<file path="src/rtl/mac_requant_pkg.sv">
// Shared types, default widths and output saturation limits for the mac_requant block.
package mac_requant_pkg;

   typedef enum logic {
      IDLE  = 1'b0,
      ACCUM = 1'b1
   } state_t;

   localparam int DEF_IN_WIDTH   = 38;
   localparam int DEF_PASS_BITS  = 6;
   localparam int DEF_OUT_WIDTH  = 16;
   localparam int DEF_FIFO_DEPTH = 4;

   function automatic longint sat_hi(input int w);
      return (64'sd1 <<< (w - 1)) - 64'sd1;
   endfunction

   function automatic longint sat_lo(input int w);
      return -(64'sd1 <<< (w - 1));
   endfunction

endpackage

</file>
<file path="src/rtl/requant_fifo.sv">
// Synchronous output buffer with occupancy count; head word reads as zero while empty.
module requant_fifo #(
   parameter int WIDTH = 16,
   parameter int DEPTH = 4
) (
   input  logic                     clk,
   input  logic                     arst_n_in,
   input  logic                     push,
   input  logic [WIDTH-1:0]         push_data,
   input  logic                     pop,
   output logic [WIDTH-1:0]         pop_data,
   output logic [$clog2(DEPTH):0]   count,
   output logic                     empty
);
   localparam int AW = $clog2(DEPTH);
   localparam logic [AW:0] FULL_C = DEPTH[AW:0];

   logic [WIDTH-1:0] mem [DEPTH];
   logic [AW-1:0]    wr_ptr;
   logic [AW-1:0]    rd_ptr;
   logic             full;
   logic             do_push;
   logic             do_pop;

   assign empty    = (count == '0);
   assign full     = (count == FULL_C);
   assign do_pop   = pop && !empty;
   assign do_push  = push && (!full || do_pop);
   assign pop_data = empty ? '0 : mem[rd_ptr];

   always_ff @(posedge clk or negedge arst_n_in) begin
      if (!arst_n_in) begin
         wr_ptr <= '0;
         rd_ptr <= '0;
         count  <= '0;
      end else begin
         if (do_push) wr_ptr <= wr_ptr + 1'b1;
         if (do_pop)  rd_ptr <= rd_ptr + 1'b1;
         case ({do_push, do_pop})
            2'b10:   count <= count + 1'b1;
            2'b01:   count <= count - 1'b1;
            default: count <= count;
         endcase
      end
   end

   always_ff @(posedge clk) begin
      if (do_push) mem[wr_ptr] <= push_data;
   end

endmodule

</file>
<file path="src/rtl/mac_requant.sv">
// mac_requant: accumulates multi-pass partial sums, then rounds, shifts and saturates into an output FIFO.
// Build macro MAC_REQUANT_RELU_EN clamps negative results to zero ahead of saturation.
module mac_requant
   import mac_requant_pkg::*;
#(
   parameter int IN_WIDTH   = DEF_IN_WIDTH,
   parameter int PSUM_WIDTH = IN_WIDTH + DEF_PASS_BITS,
   parameter int OUT_WIDTH  = DEF_OUT_WIDTH,
   parameter int FIFO_DEPTH = DEF_FIFO_DEPTH
) (
   input  logic                  clk,
   input  logic                  arst_n_in,
   input  logic                  in_valid,
   output logic                  in_ready,
   input  logic [IN_WIDTH-1:0]   in_data,
   input  logic                  in_last,
   input  logic [PSUM_WIDTH-1:0] bias,
   input  logic [5:0]            shift_amt,
   output logic                  out_valid,
   input  logic                  out_ready,
   output logic [OUT_WIDTH-1:0]  out_data,
   output logic                  sat_flag,
   output logic                  pass_err,
   input  logic                  clr_flags
);
   localparam int RW = PSUM_WIDTH + 1;
   localparam int CW = $clog2(FIFO_DEPTH) + 1;
   localparam longint SAT_HI_L = sat_hi(OUT_WIDTH);
   localparam longint SAT_LO_L = sat_lo(OUT_WIDTH);
   localparam logic signed [RW-1:0] SAT_HI = SAT_HI_L[RW-1:0];
   localparam logic signed [RW-1:0] SAT_LO = SAT_LO_L[RW-1:0];
   localparam logic [CW:0] DEPTH_C = FIFO_DEPTH[CW:0];

   function automatic logic signed [RW-1:0] round_shift(input logic signed [PSUM_WIDTH-1:0] v,
                                                        input logic [5:0] sh);
      logic signed [RW-1:0] ext;
      logic [RW-1:0]        half;
      ext  = {v[PSUM_WIDTH-1], v};
      half = '0;
      if (sh != 6'd0) half = {{(RW-1){1'b0}}, 1'b1} << (sh - 6'd1);
      return (ext + $signed(half)) >>> sh;
   endfunction

   function automatic logic signed [OUT_WIDTH-1:0] saturate(input logic signed [RW-1:0] v);
      if (v > SAT_HI) return SAT_HI[OUT_WIDTH-1:0];
      if (v < SAT_LO) return SAT_LO[OUT_WIDTH-1:0];
      return v[OUT_WIDTH-1:0];
   endfunction

   function automatic logic clamps(input logic signed [RW-1:0] v);
      return (v > SAT_HI) || (v < SAT_LO);
   endfunction

   state_t                        state_q, state_d;
   logic signed [PSUM_WIDTH-1:0]  psum_q, psum_d;
   logic signed [PSUM_WIDTH-1:0]  in_ext, base, sum;
   logic [5:0]                    cnt_q, cnt_d;
   logic                          accept, emit, force_last;
   logic signed [PSUM_WIDTH-1:0]  sum_p0;
   logic                          vld_p0;
   logic signed [RW-1:0]          shifted, relu;
   logic signed [OUT_WIDTH-1:0]   q_data;
   logic                          q_clamped;
   logic [CW-1:0]                 fifo_count;
   logic                          fifo_empty;
   logic [CW:0]                   occ;

   // Room is reserved for the value sitting in the requant stage so nothing is ever dropped.
   assign occ      = {1'b0, fifo_count} + {{CW{1'b0}}, vld_p0};
   assign in_ready = arst_n_in && (occ < DEPTH_C);
   assign accept   = in_valid && in_ready;

   assign in_ext = {{(PSUM_WIDTH-IN_WIDTH){in_data[IN_WIDTH-1]}}, in_data};
   assign base   = (state_q == IDLE) ? bias : psum_q;
   assign sum    = base + in_ext;

   always_comb begin
      state_d    = state_q;
      psum_d     = psum_q;
      cnt_d      = cnt_q;
      emit       = 1'b0;
      force_last = 1'b0;
      if (accept) begin
         force_last = !in_last && (cnt_q == 6'd63);
         emit       = in_last || force_last;
         if (emit) begin
            state_d = IDLE;
            psum_d  = '0;
            cnt_d   = '0;
         end else begin
            state_d = ACCUM;
            psum_d  = sum;
            cnt_d   = cnt_q + 6'd1;
         end
      end
   end

   // p0: accumulator and emitted-sum register
   always_ff @(posedge clk or negedge arst_n_in) begin
      if (!arst_n_in) begin
         state_q <= IDLE;
         psum_q  <= '0;
         cnt_q   <= '0;
         sum_p0  <= '0;
         vld_p0  <= 1'b0;
      end else begin
         state_q <= state_d;
         psum_q  <= psum_d;
         cnt_q   <= cnt_d;
         vld_p0  <= emit;
         if (emit) sum_p0 <= sum;
      end
   end

   // p1: round, shift, optional ReLU, saturate, then push into the FIFO
   always_comb begin
      shifted = round_shift(sum_p0, shift_amt);
`ifdef MAC_REQUANT_RELU_EN
      relu = shifted[RW-1] ? '0 : shifted;
`else
      relu = shifted;
`endif
      q_data    = saturate(relu);
      q_clamped = clamps(relu);
   end

   always_ff @(posedge clk or negedge arst_n_in) begin
      if (!arst_n_in) begin
         sat_flag <= 1'b0;
         pass_err <= 1'b0;
      end else begin
         if (clr_flags)            sat_flag <= 1'b0;
         if (vld_p0 && q_clamped)  sat_flag <= 1'b1;
         if (clr_flags)            pass_err <= 1'b0;
         if (force_last)           pass_err <= 1'b1;
      end
   end

   requant_fifo #(
      .WIDTH (OUT_WIDTH),
      .DEPTH (FIFO_DEPTH)
   ) u_fifo (
      .clk       (clk),
      .arst_n_in (arst_n_in),
      .push      (vld_p0),
      .push_data (q_data),
      .pop       (out_ready),
      .pop_data  (out_data),
      .count     (fifo_count),
      .empty     (fifo_empty)
   );

   assign out_valid = !fifo_empty;

endmodule
</file>
<file path="config.mk">
export PLATFORM = sky130hd
export DESIGN_NAME = mac_requant
export DESIGN_NICKNAME = d
export VERILOG_FILES = /design/src/rtl/mac_requant_pkg.sv /design/src/rtl/requant_fifo.sv /design/src/rtl/mac_requant.sv
export SDC_FILE = /design/constraint.sdc
export NUM_CORES = 1
export LEC_CHECK = 0
export CAP_MARGIN = 15
export CORE_ASPECT_RATIO = 2
export CORE_MARGIN = 2
export CORE_UTILIZATION = 41
export CTS_BUF_LIST = sky130_fd_sc_hd__clkbuf_4
export CTS_CLUSTER_DIAMETER = 150
export DETAILED_ROUTE_END_ITERATION = 12
export SLEW_MARGIN = 0
export SYNTH_ARGS = -nofsm -noshare
export SYNTH_HDL_FRONTEND = slang
export SYNTH_HIERARCHICAL = 1
export SYNTH_SLANG_ARGS = --single-unit
</file>
<file path="constraint.sdc">
create_clock -name clk -period 8.4 [get_ports clk]
set_clock_uncertainty 0.15 [all_clocks]
set_input_delay 1.68 -clock clk [delete_from_list [all_inputs] [get_ports clk]]
set_output_delay 1.68 -clock clk [all_outputs]
set_load 0.02 [all_outputs]
</file>
==> impl_metrics.tcl, run 1 <==
set metrics [dict create \
    status "completed" \
    relSlewSlack 0.259 \
    core_area_um2 40700 \
    area.growth.synth_to_final_pct 15.3 \
    drtIter0Drc 1574 \
    grt_use_total 0.274 \
    setup_viol 0 \
    clockPowerShare 0.102 \
    wl_met3_um 3590 \
    antenna_found_initial 2 \
    tightest_slew_ns 1.11 \
    cp-end-kind "flip-flop" \
    grt-ovfl-total 0 \
    synth_xor_area_frac 0.0436 \
    p_total_mw 5.25 \
    die_area_um2 42800 \
    numPortBuffers 113 \
    synth_top_cell_area_share 0.156 \
    crit_arrival_ns 8.09 \
    post_cts_resized 0 \
    yosys.area_share.simple 0.200 \
    die_w_um 147 \
    syn-cell-area_um2 16800 \
    yosysMostFrequentCell "nand2_1" \
    worstPathMaxFanout 8 \
    async_flop_share 0.621 \
    cts.htree.levels 4 \
    drt-met1-wl_um 23400 \
    clk_latency_ns 0.64 \
    path_class "primary input to flip-flop" \
    syn-num-nets 2180 \
    start_util 0.413 \
    synth-main-ff-cell "dfrtp_1" \
    cts_setup_buffers 0 \
    grt_max_degree 63 \
    pwr-share-seq 0.251 \
    place_inst 2637 \
    vdd_ir_drop_max_mv 0.162 \
    placed_area_um2 19100 \
    ctsHoldBuffers 0 \
    finalHoldViolCount 0 \
    final_nets 2311 \
    hold_path_class "flip-flop to flip-flop" \
    combinationalPowerShare 0.647 \
    vias 16600 \
    synth-seq-area-share 0.270 \
    synth-adder-area-share 0.0719 \
    clock_sinks 169 \
    ys_top_cells_by_count "nand2_1, nor2_1, a21oi_1, dfrtp_1, ha_1" \
    cts_root_buf "clkbuf_4" \
    syn_inst 1991 \
    cts.clk_slew.worst_paths_ns 0.13 \
    ys_warn_count 6 \
    fp.dieH_um 291 \
    fmax_mhz 126 \
    yosys.area.top_type "dfrtp_1" \
    drc_errors 0 \
    viasPerCell 6.22 \
    rsz0062_at_grt "no" \
    routedWlPerCell_um 22.1 \
    gp_congestion 1.04 \
    design_area_um2 19400 \
    cts_tree "built" \
    cp-start-kind "primary input" \
    synth-edff-count 64 \
    drive_above_1_share 0.144 \
    whs_ns 0.355 \
    fin_crit_sh 0.942 \
    numCtsBuffers 17 \
    dp_slack_ns -0.000350 \
    stdcell_count 2672 \
    layout_setup_ws_ns 0.491 \
    synth-seq-cells 169 \
    wl_um 59100 \
    synth_top_family_by_area "compound AO/OA/AOI/OAI gates" \
    power_switching_mw 2.45 \
    detail-route-antenna-nets 0 \
    grt_pass1_vias 16200 \
    synth_area_per_cell_um2 8.46 \
    slew_viol_final 0 \
    clk_path_buf_depth 2 \
    num_rows 105 \
    synth_area_leaders "dfrtp_1, edfxtp_1, ha_1" \
    drv_cap 0 \
    top_layer "met5" \
    power_leakage_nw 8.22 \
    muxShareOfSynthArea 0.104 \
    wl_met2_um 28600 \
    min_period_ns 7.91 \
    dp_hpwl_um 45900 \
    power.internal_mw 2.79 \
    drtPass1Iterations 6 \
    io_pins 114 \
    synth_cell_types 110 \
    crit_required_ns 8.58 \
    switching_share 0.467 \
    power.density_nw_per_um2 270 \
    synth-compound-area-share 0.267 \
    grt_first_pass_wirelength_um 92300 \
]
through the flow:
step                       TNS, ns  utilization
after global routing             0        0.477
after floorplan                  0            -
after global placement           0        0.468
after detailed placement  -0.00121        0.468
final                            0        0.477
after CTS                        0        0.476
cell usage in the layout, fill, tap and decap left out, drive strengths merged, types with 25 or more instances in the layout:
cell             n
and2            42
a21oi          143
mux2            70
buf            130
dfrtp          105
nor3            44
nor2           180
nand4           26
clkdlybuf4s50  110
inv             55
mux4            29
and3            25
xnor2           56
a211oi          27
mux2i           30
a31oi           26
o21ai           92
nand3           63
xor2            27
ha              92
o211ai          32
a22o            44
a21o            60
nand2          234
edfxtp          64
logic make-up after synthesis:
logic type,after synthesis
compound gates,630
buf+inv,178
flops,169
simple gates,707
fa+ha+maj,95
mux,129
xor+xnor,83
flip-flops by register name, indices dropped and copies added, names as in the netlist:
register and cells:
u_fifo/count 3, psum_q 44, sat_flag 1, u_fifo/mem 64, u_fifo/rd_ptr 2, pass_err 1, state_q 1, u_fifo/wr_ptr 2
cnt_q 6, sum_p0 44, vld_p0 1
final timing paths:
check                             start          endpoint  slack, ns  cells after the start
hold reg to reg              sum_p0[24]        sum_p0[24]       0.35                      2
max in group asynchronous     arst_n_in         psum_q[8]       5.78                      3
setup / recovery           shift_amt[2]  u_fifo/mem[2][9]       0.49                     23
setup reg to reg              sum_p0[0]  u_fifo/mem[2][9]       2.10                     19
hold / removal               sum_p0[24]        sum_p0[24]       0.35                      2
min in group asynchronous     arst_n_in          cnt_q[3]       0.79                      1
final cells by class:
cell class                      instances  area [um^2]
Antenna cell                            2         5.00
Clock buffer                           18          135
Clock inverter                         14          186
Fill cell                            4011        21300
Inverter                               50          188
Multi-Input combinational cell       1644        11600
Sequential cell                       169         4550
Tap cell                              535          669
Timing Repair Buffer                  240         2100
power by group through the flow:
stage / clock network (mW) / logic [mW] / registers (mW)
5_1_grt: 0.583 / 3.70 / 1.34
2_1_floorplan: 0 / 2.39 / 1.22
3_3_place_gp: 0 / 3.31 / 1.35
6_report: 0.534 / 3.40 / 1.32
3_5_place_dp: 0 / 3.32 / 1.36
4_1_cts: 0.552 / 3.34 / 1.34
layer usage:
layer / global-route usage / vias to the layer above
li1: - / 7803
met1: 0.340 / 7995
met2: 0.455 / 660
met3: 0.0436 / 168
met4: 0.146 / 2
met5: 0 / -
critical path: stages:
cell	delay (ns)
clkdlybuf4s50_1	0.57
nor2_1	0.22
nand2_1	0.16
nor2_1	0.14
ha_1	0.19
inv_1	0.06
fa_1	0.40
nand2b_1	0.19
a21oi_1	0.30
o211ai_2	0.21
o211ai_1	0.46
and4_4	0.33
nor2_1	0.07
buf_4	0.14
a311o_1	0.37
or2_0	0.24
mux4_2	0.52
a21oi_1	0.29
a31oi_1	0.21
nor4_2	0.30
nand4_2	0.29
buf_4	0.24
o32ai_1	0.48
(Power assumes the default switching activity.)
==> run 2: changes to the inputs <==
--- a/config.mk
+++ b/config.mk
@@ -7,11 +7,12 @@
 export LEC_CHECK = 0
 export CAP_MARGIN = 15
 export CORE_ASPECT_RATIO = 2
-export CORE_MARGIN = 2
+export CORE_MARGIN = 5
 export CORE_UTILIZATION = 41
 export CTS_BUF_LIST = sky130_fd_sc_hd__clkbuf_4
 export CTS_CLUSTER_DIAMETER = 150
 export DETAILED_ROUTE_END_ITERATION = 12
+export GPL_TIMING_DRIVEN = 0
 export SLEW_MARGIN = 0
 export SYNTH_ARGS = -nofsm -noshare
 export SYNTH_HDL_FRONTEND = slang
==> impl_metrics.tcl, run 2 (synthesis results as in run 1) <==
set metrics [dict create \
    io_pins 114 \
    power.density_nw_per_um2 273 \
    p_total_mw 5.37 \
    grt_pass1_vias 17800 \
    wl_um 75200 \
    placed_area_um2 18600 \
    crit_required_ns 8.60 \
    cp-startpoint "shift_amt[1]" \
    crit_arrival_ns 8.64 \
    cts_tree "built" \
    finalHoldViolCount 0 \
    path_class "primary input to flip-flop" \
    cts.htree.levels 4 \
    start_util 0.412 \
    finalCoreUtilization 0.482 \
    hold_path_class "flip-flop to flip-flop" \
    design_area_um2 19700 \
    slew_viol_final 0 \
    drtIter0Drc 1161 \
    stdcell_count 2687 \
    top_regs "u_fifo/mem: 64 flops, psum_q: 44 flops, sum_p0: 44 flops" \
    layout_common_cells "nand2_1, nor2_1, a21oi_1, clkdlybuf4s50_1, dfrtp_1" \
    dp_hpwl_um 60000 \
    cts_root_buf "clkbuf_4" \
    vdd_ir_drop_max_mv 0.138 \
    wl_met3_um 4330 \
    largest_register_ffs 64 \
    relSlewSlack 0.160 \
    top_layer "met5" \
    antenna_found_initial 6 \
    setup_viol 15 \
    detail-route-antenna-nets 0 \
    clk_path_buf_depth 2 \
    worstPathMaxFanout 10 \
    clk_latency_ns 0.69 \
    numPortBuffers 110 \
    grt_first_pass_wirelength_um 110000 \
    wl_met2_um 39600 \
    grt_max_degree 59 \
    dp_slack_ns -3.41 \
    r2r_slack_ns 1.87 \
    area.growth.synth_to_final_pct 17.0 \
    drc_errors 0 \
    viasPerCell 6.44 \
    cp-start-kind "primary input" \
    regMostFlops "u_fifo/mem" \
    cp-end-kind "flip-flop" \
    die_area_um2 45500 \
    grt-ovfl-total 0 \
    place_inst 2638 \
    num_rows 105 \
    violations "negative setup slack" \
    cts.clk_slew.worst_paths_ns 0.13 \
    final_nets 2325 \
    die_w_um 153 \
    layout_setup_ws_ns -0.0451 \
    fp.dieH_um 297 \
    drive_above_1_share 0.152 \
    drtPass1Iterations 5 \
    core_area_um2 40900 \
    numCtsBuffers 17 \
    cp-endpoint "u_fifo/mem[2][4]" \
    grt_use_total 0.327 \
    drv_cap 0 \
    final_common_cell "nand2_1" \
    tightest_slew_ns 1.25 \
    routedWlPerCell_um 28.0 \
    drt-met1-wl_um 22500 \
    vias 17300 \
    power_leakage_nw 8.11 \
    r2r.worst_path.cells 20 \
    timing.rr.end "sum_p0[39]" \
    min_period_ns 8.45 \
    status "finished, violations left" \
    clock_sinks 169 \
    gp_congestion 1.11 \
    reg2reg_from "state_q" \
    fmax_mhz 118 \
    fin_crit_sh 1.01 \
]
## run 2: cell count changes in the layout (fill, tap and decap cells not counted), moves of 6 or more
cell | previous run | this run
o21ai_0 | 81 | 75
o32ai_4 | 0 | 6
a21oi_1 | 139 | 133
clkbuf_4 | 18 | 30
buf_4 | 126 | 22
clkbuf_2 | 0 | 15
nand3_1 | 62 | 56
nor2_1 | 178 | 170
clkbuf_1 | 0 | 63
o32ai_1 | 16 | 6
buf_1 | 0 | 10
buf_2 | 2 | 20
## run 2: where the power goes
part	total (mW)	switching, mW	internal (mW)
registers	1.26	0.151	1.11
clock network	0.467	0.335	0.132
logic	3.65	2.20	1.45
total	5.37	2.68	2.69
## run 2: area by class of cell
cell class	instances	area [um^2]
Inverter	50	190
Sequential cell	169	4550
Clock buffer	20	150
Clock inverter	12	91.3
Buffer	126	599
Timing Repair Buffer	128	1250
Tap cell	535	669
Fill cell	4074	21200
Multi-Input combinational cell	1644	12200
Antenna cell	3	7.51
## run 2: routing by layer
metal,vias to the layer above,global-route usage
li1,7836,-
met4,4,0.305
met2,811,0.620
met3,383,0.0600
met1,8267,0.283
met5,-,0
## run 2: worst min path at each step
stage,startpoint,end,slack (ns),cells past startpoint
6_report,sum_p0[36],sum_p0[36],0.35,2
5_1_grt,sum_p0[32],sum_p0[32],0.38,2
4_1_cts,sum_p0[36],sum_p0[36],0.36,2
3_5_place_dp,sum_p0[36],sum_p0[36],0.32,2
3_3_place_gp,psum_q[1],psum_q[1],0.32,2
2_1_floorplan,psum_q[41],psum_q[41],0.29,2
## run 2: metrics by stage
stage,TNS (ns),hold slack [ns]
detailed placement,-193.59,0.321
CTS,0,0.356
global route,-0.0596,0.378
global placement,-250.01,0.316
finish,-0.330,0.352
floorplan,0,0.293
## run 2: what timing repair did
| action | in CTS | in global routing |
|---|---|---|
| endpoints found under the hold margin | 0 | 0 |
| pin swaps | 9 | 8 |
| resized for setup | 83 | 91 |
| setup buffers | 12 | 4 |
| gates cloned | 0 | 0 |
| hold buffers | 0 | 0 |
| endpoints found under the setup margin | 65 | 61 |
## run 2: worst max-delay path, stage by stage
cell and delay (ns):
clkdlybuf4s15_2 0.33, buf_2 0.33, clkbuf_4 0.32, nor2_1 0.11, clkbuf_2 0.29, nand2_2 0.31
nor2_1 0.14, ha_1 0.49, and4_1 0.29, and3_1 0.22, a22oi_2 0.12, a311oi_4 0.46
o221ai_2 0.27, a21oi_4 0.34, o311a_1 0.32, nand2_1 0.09, o211ai_1 0.57, nand2_2 0.22
o41ai_4 0.39, or3b_1 0.43, nor4_4 0.14, buf_4 0.19, buf_4 0.17, and3_1 0.22
o32ai_4 0.13
